$ cat src/rtl/traffic_timer.sv
// rtl/traffic_timer.sv - one-second tick divider and phase countdown feeding the traffic light FSM
// Optional feature macro: TRAFFIC_TIMER_BCD_EN (registered BCD copy of remaining_sec on remaining_bcd)
module traffic_timer #(
  parameter int CLK_PER_SEC       = 100,
  parameter int CNT_WIDTH         = 8,
  parameter int GREEN_SEC         = 10,
  parameter int YELLOW_SEC        = 3,
  parameter int RED_SEC           = 12,
  parameter int LIGHT_STATE_WIDTH = 3
) (
  input  logic                         clk,
  input  logic                         rst,
  input  logic                         en,
  input  logic [LIGHT_STATE_WIDTH-1:0] light_cnt_init,
  output logic                         second_cnt_pre_last,
  output logic                         light_cnt_last,
  output logic [CNT_WIDTH-1:0]         remaining_sec,
  output logic [7:0]                   remaining_bcd
);

  localparam int SC_W     = $clog2(CLK_PER_SEC);
  localparam int DUR_MAX  = (1 << CNT_WIDTH) - 1;

  localparam logic [SC_W-1:0]      SC_LAST    = SC_W'(CLK_PER_SEC - 1);
  localparam logic [CNT_WIDTH-1:0] GREEN_LD   = CNT_WIDTH'(GREEN_SEC - 1);
  localparam logic [CNT_WIDTH-1:0] YELLOW_LD  = CNT_WIDTH'(YELLOW_SEC - 1);
  localparam logic [CNT_WIDTH-1:0] RED_LD     = CNT_WIDTH'(RED_SEC - 1);

  // Reject parameter sets the counters cannot represent.
  if (CLK_PER_SEC < 2) begin : g_bad_cps
    $error("traffic_timer: CLK_PER_SEC must be >= 2");
  end
  if (GREEN_SEC < 1 || GREEN_SEC > DUR_MAX ||
      YELLOW_SEC < 1 || YELLOW_SEC > DUR_MAX ||
      RED_SEC < 1 || RED_SEC > DUR_MAX) begin : g_bad_dur
    $error("traffic_timer: phase durations must lie in 1..2^CNT_WIDTH-1");
  end
  if (LIGHT_STATE_WIDTH != 3) begin : g_bad_lsw
    $error("traffic_timer: LIGHT_STATE_WIDTH must be 3 (green, yellow, red)");
  end

  logic [SC_W-1:0]      second_cnt;
  logic [CNT_WIDTH-1:0] light_cnt;

  assign second_cnt_pre_last = en & (second_cnt == SC_LAST);
  assign light_cnt_last      = (light_cnt == '0);

  // Clock-cycle counter within the current second; cleared whenever disabled.
  always_ff @(posedge clk or posedge rst) begin
    if (rst) begin
      second_cnt <= '0;
    end else if (!en || second_cnt == SC_LAST) begin
      second_cnt <= '0;
    end else begin
      second_cnt <= second_cnt + SC_W'(1);
    end
  end

  // Phase-second countdown: disable preloads green, reload beats decrement, stick at zero.
  always_ff @(posedge clk or posedge rst) begin
    if (rst) begin
      light_cnt <= GREEN_LD;
    end else if (!en) begin
      light_cnt <= GREEN_LD;
    end else if (light_cnt_init[2]) begin
      light_cnt <= RED_LD;
    end else if (light_cnt_init[1]) begin
      light_cnt <= YELLOW_LD;
    end else if (light_cnt_init[0]) begin
      light_cnt <= GREEN_LD;
    end else if (second_cnt_pre_last && light_cnt != '0) begin
      light_cnt <= light_cnt - CNT_WIDTH'(1);
    end
  end

  // Display copy of the seconds left, counting the current second.
  always_ff @(posedge clk or posedge rst) begin
    if (rst) begin
      remaining_sec <= '0;
    end else begin
      remaining_sec <= en ? light_cnt + CNT_WIDTH'(1) : '0;
    end
  end

`ifdef TRAFFIC_TIMER_BCD_EN
  // Two-digit BCD of a binary value, pinned at 99 for anything larger.
  function automatic logic [7:0] to_bcd(input logic [CNT_WIDTH-1:0] v);
    logic [31:0] w;
    w = 32'(v);
    if (w >= 32'd99) begin
      return 8'h99;
    end
    return {4'(w / 32'd10), 4'(w % 32'd10)};
  endfunction

  // Registered BCD conversion, one cycle behind remaining_sec.
  always_ff @(posedge clk or posedge rst) begin
    if (rst) begin
      remaining_bcd <= 8'h00;
    end else begin
      remaining_bcd <= en ? to_bcd(remaining_sec) : 8'h00;
    end
  end
`else
  assign remaining_bcd = 8'h00;
`endif

endmodule

$ cat config.mk
export PLATFORM = sky130hd
export DESIGN_NAME = traffic_timer
export DESIGN_NICKNAME = d
export VERILOG_FILES = /design/src/rtl/traffic_timer.sv
export SDC_FILE = /design/constraint.sdc
export NUM_CORES = 1
export LEC_CHECK = 0
export ABC_AREA = 1
export CAP_MARGIN = 20
export CORE_MARGIN = 4
export CORE_UTILIZATION = 35
export CTS_BUF_LIST = sky130_fd_sc_hd__clkbuf_8
export DETAILED_ROUTE_END_ITERATION = 10
export PLACE_DENSITY = 0.58
export SKIP_CTS_REPAIR_TIMING = 1
export SYNTH_ARGS = -nofsm -noshare
export SYNTH_HDL_FRONTEND = slang
export SYNTH_SLANG_ARGS = --single-unit
$ cat constraint.sdc
create_clock -name clk -period 2.3 [get_ports clk]
set_clock_uncertainty 0.1 [all_clocks]
set_input_delay 0.345 -clock clk [delete_from_list [all_inputs] [get_ports clk]]
set_output_delay 0.345 -clock clk [all_outputs]
set_load 0.05 [all_outputs]
### Yosys cells after proc, flatten, opt, wreduce, memory -nomap -nowiden

Cells that the tools add are included.

* add/sub/neg operators: 3
* equality and inequality tests: 2
* mux-type cells: 7
* bitwise gates (word level): 1
* reduce and logical (&&, ||, !) cells: 5

Operators by type and width (number)
* $mux 8: 6
* $add 8x1->8 const B: 1
* $logic_not 8->1: 1
* $reduce_bool 8->1: 1
* $sub 8x1->8 const B: 1
* $add 7x1->7 const B: 1
* $eq 7x7->1 const B: 1
* $mux 7: 1
* $ne 5x1->1 const B: 1
* $and 1x1->1: 1
* $logic_and 1x1->1: 1
* $logic_not 1->1: 1
* $logic_or 1x1->1: 1

* register bits after elaboration: 23
* input port bits: 6
* output and inout bits: 18
* logic and storage cells: 21

### Depth between registers and ports, before layout

Gate-level depths: netlist of run 1.

* depth in word-level cells: 8
* gate-level depth with buffers: 9
* depth with buffers taken out: 9

### Least setup slack after synthesis of run 1

OpenSTA, ideal clock, no wires.

* path type: register to output
* start: register light_cnt[0]
* end: output light_cnt_last
* arrival time: 1.286 ns
* data required time: 1.855 ns
* path slack: 0.569 ns
* cell stages (with the launch flop): 7
* path through: dfstp_2 inv_1 ha_1 inv_1 nor3_1 nand2_1 inv_1

* longest elaborated chain between the ends: 1

RTL lines
* start: declaration: RTL line 43 `logic [CNT_WIDTH-1:0] light_cnt;`
* start signal: assignment: RTL line 72 `light_cnt <= light_cnt - CNT_WIDTH'(1);`
* $logic_not 8->1: RTL line 46 `assign light_cnt_last = (light_cnt == '0);`
* end: declaration: RTL line 16 `output logic light_cnt_last,`

No other way between the ends.

### Final worst setup path of run 1

Same ends and word-level chain as after synthesis.

==> results of run 1 <==
## how the worst max path moves through the flow
stage | startpoint | end | slack [ps] | depth (start not counted)
after floorplan | light_cnt[0]$_DFFE_PP1P_ | light_cnt_last | 570 | 6
after global placement | en | light_cnt[1]$_DFFE_PP0P_ | 440 | 7
after detailed placement | en | light_cnt[1]$_DFFE_PP0P_ | 410 | 7
after CTS | light_cnt[0]$_DFFE_PP1P_ | light_cnt_last | 160 | 7
after global routing | light_cnt[0]$_DFFE_PP1P_ | light_cnt_last | 50 | 7
final | light_cnt[0]$_DFFE_PP1P_ | light_cnt_last | 180 | 7
## Yosys cell counts, drive strengths merged
| library cell | number | area (sq um) |
|---|---|---|
| nand2 | 36 | 142.6 |
| nor2 | 28 | 115.1 |
| inv | 27 | 103.9 |
| dfrtp | 21 | 525.5 |
| nand3 | 11 | 55.05 |
| buf | 10 | 76.32 |
| o21ai | 10 | 53.80 |
| nor3 | 8 | 51.30 |
| a21oi | 7 | 35.03 |
| ha | 4 | 50.05 |
| nand4 | 4 | 25.02 |
| dfstp | 2 | 52.55 |
| and3 | 1 | 6.260 |
| conb | 1 | 3.750 |
| nor3b | 1 | 7.510 |
| o31a | 1 | 8.760 |
| or2 | 1 | 8.760 |
## final cells by class
class	instances	area, sq um	area share [%]
Inverter	27	103.9	6.645
Timing Repair Buffer	17	185.2	11.85
Tap cell	48	60.06	3.843
Clock buffer	3	41.29	2.642
Clock inverter	1	5.005	0.3203
Multi-Input combinational cell	120	589.3	37.71
Sequential cell	23	578.1	36.99
## per-layer routing
layer | GRT usage, % | vias to the layer above | part of all wire [%]
li1 | - | 563 | -
met1 | 13.46 | 509 | 47
met2 | 19.17 | 13 | 49
met3 | 1.594 | 2 | 2.7
met4 | 3.254 | 0 | 0.78
met5 | 0 | - | 0
## state kept, by name (all words and copies together) (netlist names)
| register | count |
|---|---|
| remaining_sec | 8 |
| light_cnt | 8 |
| second_cnt | 7 |
## report_power, final
part | internal, mW | switching (mW) | total [mW]
Sequential | 0.420 | 0.00993 | 0.429
Clock | 0.121 | 0.125 | 0.245
Combinational | 0.0412 | 0.102 | 0.143
Total | 0.581 | 0.236 | 0.818
## per-stage QoR
step	utilization (%)	cells	setup slack [ps]	power, mW
after floorplan	-	180	569.3	0.5532
after CTS	42.69	239	165.0	0.8311
after detailed placement	41.42	235	405.5	0.5826
final	42.69	239	178.2	0.8176
after global placement	41.42	235	438.3	0.5810
after global routing	42.69	239	49.36	0.8663
## kinds of logic after synthesis
group	after synthesis	share of synthesized area [%]
other	1	0.2838
buffers and inverters	37	13.64
and+or+nand+nor	90	31.16
adders and majority gates	4	3.788
DFF	23	43.75
AOI/OAI and AO/OA	18	7.386
## worst min-delay path: stages
cell and delay (ps):
clkdlybuf4s50_1 400, inv_1 50, buf_4 280
==> metrics.md, run 1 <==
| Metric | Value |
|---|---|
| Status | `finished, final reports clean` |
| Most frequent cells in the layout | `35 x nand2_1, 26 x inv_1, 26 x nor2_1` |
| Register-to-Register Path Depth | `9` |
| GRT Util Overall | `10.81%` |
| Slowest stage delay, CP | `560 ps` |
| Core area | `0.003661 sq mm` |
| Root buffer cell | `clkbuf_8` |
| Layout Nets | `202` |
| Largest buffer count on any clock path | `2` |
| Area Overhead vs Synth | `18.28%` |
| Hold WC Path Type | `in -> async` |
| CTS Buf Count | `3` |
| Final worst path period need | `2122 ps` |
| Setup-failing EPs final | `0` |
| Commonest non-fill, non-tap cell in the layout | `nand2_1` |
| ANT nets after route | `0` |
| Crit share post-route | `92.25%` |
| DR WL/cell | `10.25 um` |
| Drc violations | `0` |
| Clk slew on worst S/H paths | `80 ps` |
| Die Height | `69.44 um` |
| Drt initial violations | `30` |
| Fillcell total | `378` |
| Final TNS setup | `0 ps` |
| Width of the die | `69.44 um` |
| Worst vdd ir | `0.0001881 V` |
| Cell Pwr Density | `523.2 mW/mm^2` |
| Top delay family on crit path | `flip-flops` |
| CTS tree | `yes` |
| Pleak | `0.7583 nW` |
| Critical path class | `reg -> out` |
| CP required | `1860 ps` |
| IO buf count | `15` |
| RSZ-0062 raised after global routing | `false` |
| Slowest CP cell | `dfstp_2` |
| First-pass GRT wire length | `4.381 mm` |
| Reg2reg setup slack | `600 ps` |
| Crit-path most repeated cell | `inv_1` |
| Worst skew pair latency | `260 ps` |
| Worst setup EP type | `output pin` |
| H-tree depth | `1` |
| ANT cells | `0` |
| Vias per cell | `4.548` |
| Synth Register Bits | `23` |
| Max-cap violations | `0` |
| Vias in the first global route | `1,063` |
| Die Area | `0.004822 sq mm` |
| Crit-path cells | `inv_1 -> ha_1 -> inv_1 -> nor3_1 -> nand2_1 -> inv_1 -> buf_12` |
| Max Fclk | `471.3 MHz` |
| Post-Syn Area per Cell | `7.637 sq um` |
| Pre-antenna DRT Iters | `4` |
| Hold slack | `324.6 ps` |
| Largest net degree at the start of global routing | `24` |
| Starting Density | `36.09%` |
| CP startpoint kind | `register` |
| Yosys cell types | `26` |
| Proportion of layout cells with a drive suffix above 1 | `8.901%` |
| Final Max Slew Viols | `0` |
| Cells after synthesis | `173` |
| Syn Std Cell Area | `0.001321 sq mm` |
| Worst-path fanout max | `8` |
| GR Overflow Total | `0` |
| DR vias | `1,087` |
| Worst flop-to-flop path endpoint | `light_cnt[2]$_DFFE_PP0P_` |
| DP HPWL | `1.966 mm` |
| Critical R2R Launch | `light_cnt[0]$_DFFE_PP1P_` |
| Row cnt | `22` |
| Initial antenna violation count | `0` |
| Final instance area | `0.001563 sq mm` |
| RD Place Congestion | `0.8487` |
| I/O pins | `24` |
| Warnings, synthesis | `0` |
| Sink Count | `23` |
| Final hold vios | `0` |
| Worst path bufs/invs | `4` |
| Sequential area share after synthesis | `43.75%` |
| Data arrival, critical path | `1680 ps` |
| Post-placement cell area | `0.001516 sq mm` |
| Drt total wl | `2.449 mm` |
Power figures use the tool's default switching activity.
==> inputs of run 2 (changes only) <==
--- a/config.mk
+++ b/config.mk
@@ -11,7 +11,7 @@
 export CORE_UTILIZATION = 35
 export CTS_BUF_LIST = sky130_fd_sc_hd__clkbuf_8
 export DETAILED_ROUTE_END_ITERATION = 10
-export PLACE_DENSITY = 0.58
+export PLACE_DENSITY_LB_ADDON = 0.15
 export SKIP_CTS_REPAIR_TIMING = 1
 export SYNTH_ARGS = -nofsm -noshare
 export SYNTH_HDL_FRONTEND = slang
==> metrics.md, run 2 (synthesis gave the netlist of run 1 again) <==
| Metric | Value |
|---|---|
| Vias per cell | `4.611` |
| RSZ-0062 raised after global routing | `false` |
| H-tree depth | `1` |
| CP startpoint kind | `register` |
| Drc violations | `0` |
| Place WS | `399.2 ps` |
| ANT nets after route | `0` |
| DR vias | `1,102` |
| Most frequent cells in the layout | `35 x nand2_1, 26 x inv_1, 26 x nor2_1` |
| Pre-antenna DRT Iters | `4` |
| Starting Density | `36.09%` |
| Final worst path period need | `2159 ps` |
| Worst setup EP type | `output pin` |
| GRT Util Overall | `11.85%` |
| DR WL/cell | `10.77 um` |
| Biggest regs | `light_cnt (8), remaining_sec (8), second_cnt (7)` |
| Crit-path cells | `inv_1 -> ha_1 -> inv_1 -> nor3_1 -> nand2_1 -> inv_1 -> buf_12` |
| IO buf count | `15` |
| Worst slew pin tran | `495.4 ps` |
| Drt total wl | `2.574 mm` |
| Dpl cells | `235` |
| Root buffer cell | `clkbuf_8` |
| First-pass GRT wire length | `4.740 mm` |
| Commonest non-fill, non-tap cell in the layout | `nand2_1` |
| Met3 WL | `82 um` |
| Vias in the first global route | `1,149` |
| Die Area | `0.004822 sq mm` |
| Final hold vios | `0` |
| Worst skew pair latency | `270 ps` |
| Cell Pwr Density | `534.3 mW/mm^2` |
| Largest buffer count on any clock path | `2` |
| Data arrival, critical path | `1710 ps` |
| Drt initial violations | `58` |
| Width of the die | `69.44 um` |
| Non-filler cells, final | `239` |
| Core area | `0.003661 sq mm` |
| Worst-path fanout max | `8` |
| Met2 Routed Length | `1.203 mm` |
| Proportion of layout cells with a drive suffix above 1 | `8.901%` |
| Area Overhead vs Synth | `18.47%` |
| CTS Buf Count | `3` |
| ANT cells | `0` |
| CP required | `1860 ps` |
| DP HPWL | `2.011 mm` |
| Slowest CP cell | `dfstp_2` |
| Max Fclk | `463.2 MHz` |
| Hold WC Path Type | `in -> async` |
| Largest net degree at the start of global routing | `24` |
| GR Overflow Total | `0` |
| Hold slack | `309.8 ps` |
| Status | `finished, final reports clean` |
| Final Max Slew Viols | `0` |
| Crit-path most repeated cell | `inv_1` |
| Top routing layer in use | `met4` |
| Clk slew on worst S/H paths | `90 ps` |
| Pleak | `0.7545 nW` |
| RD Place Congestion | `0.8247` |
| Sink Count | `23` |
| Pwr Total | `836.2 uW` |
| Die Height | `69.44 um` |
| CTS tree | `yes` |
| Layout Nets | `202` |
| Row cnt | `22` |
| Worst slew margin | `66.87%` |
| I/O pins | `24` |
| Setup-failing EPs final | `0` |
| Crit share post-route | `93.86%` |
| Slowest stage delay, CP | `560 ps` |
| Critical path class | `reg -> out` |
| M1 WL | `1.224 mm` |
| Initial antenna violation count | `0` |
| Final TNS setup | `0 ps` |
| Worst vdd ir | `0.0002388 V` |
| Final WS setup | `141.2 ps` |
| Max-cap violations | `0` |
-- run 2: critical path, delay by kind of cell, from the launching register on --
kind,cells,cell delay [ps]
DFF,1,560
buffers and inverters,4,420
and+or+nand+nor,2,240
adders and majority gates,1,220
-- run 2: final timing paths --
kind	end	slack, ps	startpoint	cells after the start
worst max-delay path	light_cnt_last	140	light_cnt[0]$_DFFE_PP1P_	7
worst min-delay path	second_cnt[5]$_DFF_PP0_	310	rst	3
worst max register to register	light_cnt[0]$_DFFE_PP1P_	560	light_cnt[0]$_DFFE_PP1P_	9
worst min register to register	second_cnt[0]$_DFF_PP0_	380	second_cnt[0]$_DFF_PP0_	1
max in group asynchronous	light_cnt[0]$_DFFE_PP1P_	1510	rst	3
min in group clk	second_cnt[0]$_DFF_PP0_	380	second_cnt[0]$_DFF_PP0_	1
-- run 2: metal layers --
layer	up-vias	track usage [%]
met1	513	14.20
met4	0	6.941
met2	23	20.02
met5	-	0
li1	561	-
met3	5	1.739
-- run 2: cell type report --
| class | instances | area [sq um] |
|---|---|---|
| clock buffers | 3 | 41.29 |
| clock inverters | 1 | 7.507 |
| fillers | 389 | 2096 |
| inverters | 27 | 103.9 |
| multi-input cells | 120 | 589.3 |
| flip-flops and latches | 23 | 578.1 |
| well taps | 48 | 60.06 |
| repair buffers | 17 | 185.2 |
-- run 2: metrics by stage --
stage	utilization [%]	instance area [sq um]
after floorplan	-	1348
after global placement	41.42	1516
after detailed placement	41.42	1516
after CTS	42.75	1565
after global routing	42.75	1565
final	42.75	1565
-- run 2: power breakdown --
part	switching (mW)	total [mW]	internal, mW
registers	0.00951	0.429	0.420
logic	0.104	0.145	0.0413
clock network	0.139	0.262	0.123
total	0.253	0.836	0.584
==> inputs of run 3 (changes only) <==
--- a/config.mk
+++ b/config.mk
@@ -9,7 +9,6 @@
 export CAP_MARGIN = 20
 export CORE_MARGIN = 4
 export CORE_UTILIZATION = 35
-export CTS_BUF_LIST = sky130_fd_sc_hd__clkbuf_8
 export DETAILED_ROUTE_END_ITERATION = 10
 export PLACE_DENSITY_LB_ADDON = 0.15
 export SKIP_CTS_REPAIR_TIMING = 1
==> results of run 3 <==
Same layout as run 2: the final DEF is identical, and so are final timing and power.
